<file path="src/rtl/cpu_pkg.sv">
// Shared widths and the packed EX/MEM bundle for the LEGv8 pipeline.
// Field order in ex_mem_t matches the concatenation order used by the pipeline and bench.
package cpu_pkg;

   localparam int DATA_W = 64;
   localparam int REG_W  = 5;
   localparam int XFER_W = 4;

   localparam int EX_MEM_W = 2 * DATA_W + REG_W + 4 + XFER_W;

   typedef struct packed {
      logic [DATA_W-1:0] alu;
      logic [DATA_W-1:0] data;
      logic [REG_W-1:0]  rd;
      logic              reg_wr;
      logic              mem_wr;
      logic              mem_rd;
      logic              ldurb;
      logic [XFER_W-1:0] xfer;
   } ex_mem_t;

endpackage

</file>
<file path="src/rtl/dff_sync.sv">
// Generic W-bit D flip-flop with synchronous active-high clear and load enable.
// Clear wins over enable so a reset cycle always yields a zero word.
module dff_sync #(
   parameter int W = 1
) (
   input  logic         clk,
   input  logic         reset,
   input  logic         enable,
   input  logic [W-1:0] d,
   output logic [W-1:0] q
);

   logic [W-1:0] q_q;
   logic [W-1:0] q_d;

   always_comb begin
      q_d = q_q;
      if (enable) begin
         q_d = d;
      end
   end

   always_ff @(posedge clk) begin
      if (reset) begin
         q_q <= '0;
      end else begin
         q_q <= q_d;
      end
   end

   assign q = q_q;

endmodule

</file>
<file path="src/rtl/ex_mem_ff.sv">
// EX/MEM pipeline register: one-cycle, stall-free copy of execute-stage results and controls.
// A reset cycle produces an all-zero bubble (no memory or register write downstream).
module ex_mem_ff #(
   parameter int DATA_W = cpu_pkg::DATA_W,
   parameter int REG_W  = cpu_pkg::REG_W,
   parameter int XFER_W = cpu_pkg::XFER_W
) (
   input  logic              clk,
   input  logic              reset,
   input  logic [DATA_W-1:0] alu_out,
   input  logic [REG_W-1:0]  outRd,
   input  logic [DATA_W-1:0] outDataIn,
   input  logic              reg_wr,
   input  logic              mem_wr,
   input  logic              mem_rd,
   input  logic              ldurb,
   input  logic [XFER_W-1:0] transfer,
   output logic [DATA_W-1:0] aluMem,
   output logic [DATA_W-1:0] dataInMem,
   output logic [REG_W-1:0]  rdMem,
   output logic              reg_wr_mem,
   output logic              mem_wr_mem,
   output logic              mem_rd_mem,
   output logic              ldurb_mem,
   output logic [XFER_W-1:0] transfer_mem
);

   // The four 1-bit controls share one register; bit order is reg_wr, mem_wr, mem_rd, ldurb.
   logic [3:0] ctrl_d;
   logic [3:0] ctrl_q;

   assign ctrl_d = {reg_wr, mem_wr, mem_rd, ldurb};

   dff_sync #(.W(DATA_W)) u_alu (
      .clk    (clk),
      .reset  (reset),
      .enable (1'b1),
      .d      (alu_out),
      .q      (aluMem)
   );

   dff_sync #(.W(DATA_W)) u_data (
      .clk    (clk),
      .reset  (reset),
      .enable (1'b1),
      .d      (outDataIn),
      .q      (dataInMem)
   );

   dff_sync #(.W(REG_W)) u_rd (
      .clk    (clk),
      .reset  (reset),
      .enable (1'b1),
      .d      (outRd),
      .q      (rdMem)
   );

   dff_sync #(.W(4)) u_ctrl (
      .clk    (clk),
      .reset  (reset),
      .enable (1'b1),
      .d      (ctrl_d),
      .q      (ctrl_q)
   );

   dff_sync #(.W(XFER_W)) u_xfer (
      .clk    (clk),
      .reset  (reset),
      .enable (1'b1),
      .d      (transfer),
      .q      (transfer_mem)
   );

   assign reg_wr_mem = ctrl_q[3];
   assign mem_wr_mem = ctrl_q[2];
   assign mem_rd_mem = ctrl_q[1];
   assign ldurb_mem  = ctrl_q[0];

endmodule

</file>
<file path="config.mk">
export PLATFORM = sky130hd
export DESIGN_NAME = ex_mem_ff
export DESIGN_NICKNAME = d
export VERILOG_FILES = /design/src/rtl/cpu_pkg.sv /design/src/rtl/dff_sync.sv /design/src/rtl/ex_mem_ff.sv
export SDC_FILE = /design/constraint.sdc
export NUM_CORES = 1
export LEC_CHECK = 0
export ABC_AREA = 1
export CORE_MARGIN = 1.5
export CORE_UTILIZATION = 41
export CTS_CLUSTER_DIAMETER = 120
export DETAILED_ROUTE_END_ITERATION = 6
export PLACE_DENSITY = 0.9
export SYNTH_ARGS = -nofsm -noshare
export SYNTH_HDL_FRONTEND = slang
export SYNTH_HIERARCHICAL = 1
export SYNTH_SLANG_ARGS = --single-unit
</file>
<file path="constraint.sdc">
create_clock -name clk -period 0.8 [get_ports clk]
set_input_delay 0.24 -clock clk [delete_from_list [all_inputs] [get_ports clk]]
set_output_delay 0.24 -clock clk [all_outputs]
set_load 0.005 [all_outputs]
</file>
* Yosys cells after proc, flatten, opt, wreduce, memory -nomap -nowiden *
Index checks and enable logic that the tools add are counted.

storage, ports and cells
  bits in registers = 141
  logic and storage cells = 5

* Longest topological paths before layout *
Gate-level depths: netlist (run 1).

  word-level depth = 0
  mapped depth = 5
  mapped depth without buffers = 4

* Modules after synthesis *
The synthesis (run 1) kept the hierarchy.

modules (own cells, without submodules)
  module                  cells an instance  instances  area an instance (um^2)
  dff_sync at u_alu ...   405                2          2666.3
  dff_sync at u_ctrl ...  26                 2          172.7
  dff_sync at u_rd        32                 1          209.0
  ex_mem_ff               1                  1          3.8

* Worst setup path after synthesis (run 1) *
No wires, ideal clock.

  path type = in2reg
  start point = input port reset
  end point = register u_alu.q_q[10] (netlist: u_alu/q[10])
  slack = 0.104 ns
  path buffers = 1
  stages on the path = 4
  setup time = 0.064 ns
  arrival = 0.632 ns
  required time = 0.736 ns
  cell sequence = inv_2 > buf_2 > nand2_1 > nor2_1

RTL lines
  item                    RTL line        RTL
  start: declaration      ex_mem_ff.sv:9  input logic reset,
  end signal: assignment  dff_sync.sv:27  q_q <= q_d;
  end: declaration        dff_sync.sv:13  logic [W-1:0] q_q;

* Worst setup path in the final report (run 1) *
  start point = register u_data.q_q[35] (netlist: u_data/q[35])
  end point = output port dataInMem[35]

RTL lines
  item                      RTL line         RTL
  start: declaration        dff_sync.sv:13
  start signal: assignment  dff_sync.sv:27
  end: declaration          ex_mem_ff.sv:19  output logic [DATA_W-1:0] dataInMem,

No word-level cell between the ends.

==> results of run 1 <==
timing repair:
| action | in CTS | in global routing |
|---|---|---|
| buffers inserted | 10 | 10 |
| cloned | 0 | 1 |
| gates resized for setup | 782 | 36 |
| setup endpoints to repair | 278 | 153 |
| pin swaps | 0 | 0 |
flip-flops by register name (all words and copies together), names as in the netlist:
signal,count
u_alu/q,64
u_ctrl/q,4
u_data/q,64
u_rd/q,5
u_xfer/q,4
metrics by stage:
| stage | std cells | setup TNS [ns] | setup WS [ns] | utilization (%) | hold slack [ns] |
|---|---|---|---|---|---|
| 6_report | 1400 | -38.70 | -0.2894 | 69.38 | 0.2279 |
| 5_1_grt | 1400 | -43.47 | -0.3260 | 69.38 | 0.2522 |
| 4_1_cts | 1389 | -41.22 | -0.3040 | 67.19 | 0.4098 |
| 3_5_place_dp | 1350 | -120.13 | -0.6363 | 63.38 | 0.8490 |
| 3_3_place_gp | 1350 | -119.72 | -0.6452 | 63.38 | 0.8419 |
| 2_1_floorplan | 901 | 0 | 0.1042 | - | 0.3920 |
power groups by stage:
stage | logic (mW) | clock network, mW | registers (mW)
2_1_floorplan | 1.25 | 0 | 7.95
3_3_place_gp | 3.04 | 0 | 7.89
3_5_place_dp | 3.11 | 0 | 7.91
4_1_cts | 3.02 | 6.88 | 7.90
5_1_grt | 3.64 | 7.22 | 8.00
6_report | 3.31 | 6.78 | 7.94
final timing paths:
| path | start | slack (ns) | to | depth (start not counted) |
|---|---|---|---|---|
| max | u_data/q[35]$_SDFFE_PP0P_ | -0.29 | dataInMem[35] | 1 |
| min | reset | 0.23 | u_ctrl/q[3]$_SDFFE_PP0P_ | 4 |
placed cells by master, fill, tap and decap left out, types with 5 or more instances in the layout:
cell,netlist,final
buf_2,12,30
buf_4,4,46
buf_6,27,111
clkbuf_16,0,18
clkdlybuf4s50_1,0,141
clkinv_2,0,5
conb_1,1,7
dfxtp_2,0,141
inv_1,142,142
nand2_1,282,282
nor2_1,280,280
metal layers:
| layer | wire length [um] | GRT usage [%] | vias up |
|---|---|---|---|
| met5 | 0 | 0 | - |
| met4 | 780 | 11.41 | 0 |
| met3 | 1286 | 7.017 | 54 |
| met2 | 9039 | 39.55 | 235 |
| met1 | 6724 | 23.19 | 2662 |
| li1 | - | - | 3134 |
cells by family after synthesis:
group	Yosys count	synth area share (%)
other cells	1	0.06366
simple gates	564	36.02
flops	141	47.92
buf+inv	189	15.99
layout make-up:
class                      count  area [um2]
clock buffer                  21       450.4
sequential                   141        2999
fill                        1074        4267
tap                          180       225.2
multi-input combinational    571        2148
inverter                     146       550.5
clock inverter                 8       47.55
timing repair buffer         333        3247
==> out/metrics.cfg, run 1 <==
[run_status]
run_status = finished with violations
violations = negative setup slack

[routing]
final_antenna_net_count = 0
drt_iter0_markers = 400
routed_wl_um = 17830
viasPerCell = 4.346
wl_per_cell_um = 12.74
vias = 6085
drc = 0
dr.pass1.iters = 6

[floorplan]
die_h_um = 122.9
num_io_pins = 284
start_util_pct = 42.27
core_region_area_mm2 = 0.01393
die_x_um = 122.9
die_area_mm2 = 0.01510
rows = 43

[placement]
postPlaceCellArea_mm2 = 0.008832
portBuffers = 283
gp_congestion = 0.7845
hpwl_um = 11620

[min_path]
hold_class = in -> reg

[clock_network]
clock-sinks = 141
cts_hold_buf = 0
numCtsBuffers = 17
root_buffer = clkbuf_16
clk_pin_slew_ns = 0.06
cts_buffer_depth = 2
htreeDepth = 4
cts_tree = built

[timing]
drv_slew = 0
fin_crit_sh_pct = 136.2
period_needed_ns = 1.089
hold_viol_final = 0
fin_ws_ns = -0.2894
setup_viol = 141
rsz0062_at_grt = yes
fmax_ghz = 0.9180

[global_routing]
grt_pass1_vias = 5640
antenna_found_initial = 0
grtUsageTotal_pct = 22.15
grt_pass1_wl_um = 26140
grt_max_degree = 101
grt-ovfl-total = 0

[power]
swShare_pct = 24.83
seqPwrFrac_pct = 44.0
pwr-share-clk_pct = 37.6
pwr_density_cell_mw_per_mm2 = 1864
p_int_mw = 13.55
p_leak_nw = 5.211
power_mw = 18.02
ir_drop_mv = 1.842
p_comb_share_pct = 18.3
power_switching_mw = 4.475

[critical_path]
cp.arrival_ns = 0.85
crit_path_top_delay_cell = dfxtp_2
path_max_fanout = 2
critPathTopFamily = flip-flops
critPathCaptureType = primary output
crit_chain = buf_6
crit_type = reg -> out
worst_path_largest_cell_delay_ns = 0.33
critPathLaunchType = register
cp.required_ns = 0.56
path_buf_inv = 1

[layout]
antenna_cells = 0
area_growth_pct = 64.12
drive_gt1_share_pct = 29.92
fin_area_mm2 = 0.009668
fin_nets = 1353

[synth]
ys_seq_elements = 141
yosys.area.top_type = dfxtp_1
yosysMostFrequentCell = nand2_1
ys_warn_count = 6
seq_area_frac_synth_pct = 47.92
synth.cell_area_mm2 = 0.005891
yosys-top-cells-area = dfxtp_1 48%, nand2_1 18%, nor2_1 18%
yosysTopAreaCellShare_pct = 47.92
synthTopCellsByCount = 282 x nand2_1, 280 x nor2_1, 142 x inv_1, 141 x dfxtp_1, 27 x buf_6
avgSynthCellArea_um2 = 6.582
synth_edf_count = 0
synthCells = 895
synth_ff_type = dfxtp_1
synth-async-reset-ratio_pct = 0
ys_types = 10

[run]
drv_cap = 0

Note: power is estimated with default switching activity, not from simulation.
==> run 2, diff against run 1 <==
- CORE_AREA: unset -> 2 2 109 111
- CORE_MARGIN: 1.5 -> unset
- CORE_UTILIZATION: 41 -> unset
- DIE_AREA: unset -> 0 0 111 113
- DONT_BUFFER_PORTS: unset -> 1
- PLACE_DENSITY: 0.9 -> 0.76
- REMOVE_ABC_BUFFERS: unset -> 1
==> out/metrics.cfg, run 2 (synthesis results as in run 1) <==
[placement]
portBuffers = 0
hpwl_um = 8929
postPlaceCellArea_mm2 = 0.005781
gp_congestion = 0.7706
placedCellCount = 1007

[layout]
area_growth_pct = 17.10
drive_gt1_share_pct = 19.78
fin_cells = 1069
fin_nets = 1055
final_cell_mix = 282 x nand2_1, 280 x nor2_1, 142 x inv_1
fill_cells = 1015
fin_area_mm2 = 0.006898
final_common_cell = nand2_1

[routing]
wl_per_cell_um = 12.63
vias = 4788
routed_wl_um = 13500
final_antenna_net_count = 0
drc = 0
drt_iter0_markers = 214
dr.pass1.iters = 4
viasPerCell = 4.479

[global_routing]
grt_pass1_wl_um = 21650
grt-ovfl-total = 0
antenna_found_initial = 1
grt_pass1_vias = 4655
grt_max_degree = 101
grtUsageTotal_pct = 21.18

[run]
drv_cap = 0

[critical_path]
critPathCaptureType = primary output
crit_type = reg -> out
path_max_fanout = 2
cp.required_ns = 0.56
cp.arrival_ns = 0.76
critPathLaunchType = register

[timing]
period_needed_ns = 0.9973
drv_slew = 0
rsz0062_at_grt = yes
fin_crit_sh_pct = 124.7
fmax_ghz = 1.003
hold_viol_final = 0
setup_viol = 141
fin_ws_ns = -0.1973

[power]
ir_drop_mv = 1.511
p_leak_nw = 3.791
pwr_density_cell_mw_per_mm2 = 2610

[floorplan]
die_h_um = 113
rows = 39
core_region_area_mm2 = 0.01127
die_area_mm2 = 0.01254
die_x_um = 111
num_io_pins = 284
start_util_pct = 52.26

[clock_network]
clk_pin_slew_ns = 0.06
root_buffer = clkbuf_16
cts_buffer_depth = 2
cts_tree = built
numCtsBuffers = 17
cts_setup_buffers = 0
htreeDepth = 4
clock-sinks = 141

[run_status]
run_status = finished with violations
violations = negative setup slack

[min_path]
hold_class = in -> reg

==> run 2: metal layers <==
layer  track usage, %  up-vias  part of all wire (%)
met5                0        -                     0
met4            10.08        0                   2.6
met3            7.874       26                   8.1
met2            37.46      170                    51
met1            22.45     2046                    39
li1                 -     2546                     -
==> run 2: final cells by class <==
class                      count  area (um2)  share of cell area (%)
inverter                     146       548.0                   7.945
clock inverter                13       215.2                   3.120
clock buffer                  19       432.9                   6.276
sequential                   141        2999                   43.48
multi-input combinational    571        2148                   31.14
antenna                        1       2.502                 0.03628
timing repair buffer          35       372.9                   5.405
tap                          143       178.9                   2.594
==> run 2: worst paths after layout <==
path	depth (start not counted)	slack, ns	endpoint	start
max	0	-0.20	dataInMem[11]	u_data/q[11]$_SDFFE_PP0P_
min	4	0.01	u_alu/q[21]$_SDFFE_PP0P_	alu_out[21]
==> run 2: repair_timing <==
| action | 4_1_cts | 5_1_grt |
|---|---|---|
| endpoints found under the hold margin | 35 | 0 |
| endpoints found under the setup margin | 141 | 141 |
| gates resized for setup | 141 | 0 |
| cloned | 0 | 0 |
| hold buffers | 29 | 0 |
==> run 2: report_power, final <==
group          switching [mW]  leakage [nW]  internal, mW
Clock                    2.97         0.312          5.56
Sequential              0.410          1.21          7.63
Combinational           0.852          2.27         0.577
Total                    4.23          3.79          13.8
==> run 2: through the flow <==
step                TNS [ns]  total power [mW]  setup slack [ns]  hold slack, ns  utilization, %
floorplan             -24.32             9.001           -0.1900          0.3920               -
global placement           0             9.272           0.02755          0.4049           51.28
detailed placement         0             9.319          0.004674          0.4083           51.28
CTS                   -28.59             18.10           -0.2228       0.0001852           61.17
global route          -30.21             18.82           -0.2336        0.006576           61.17
finish                -25.34             18.00           -0.1973         0.01476           61.19
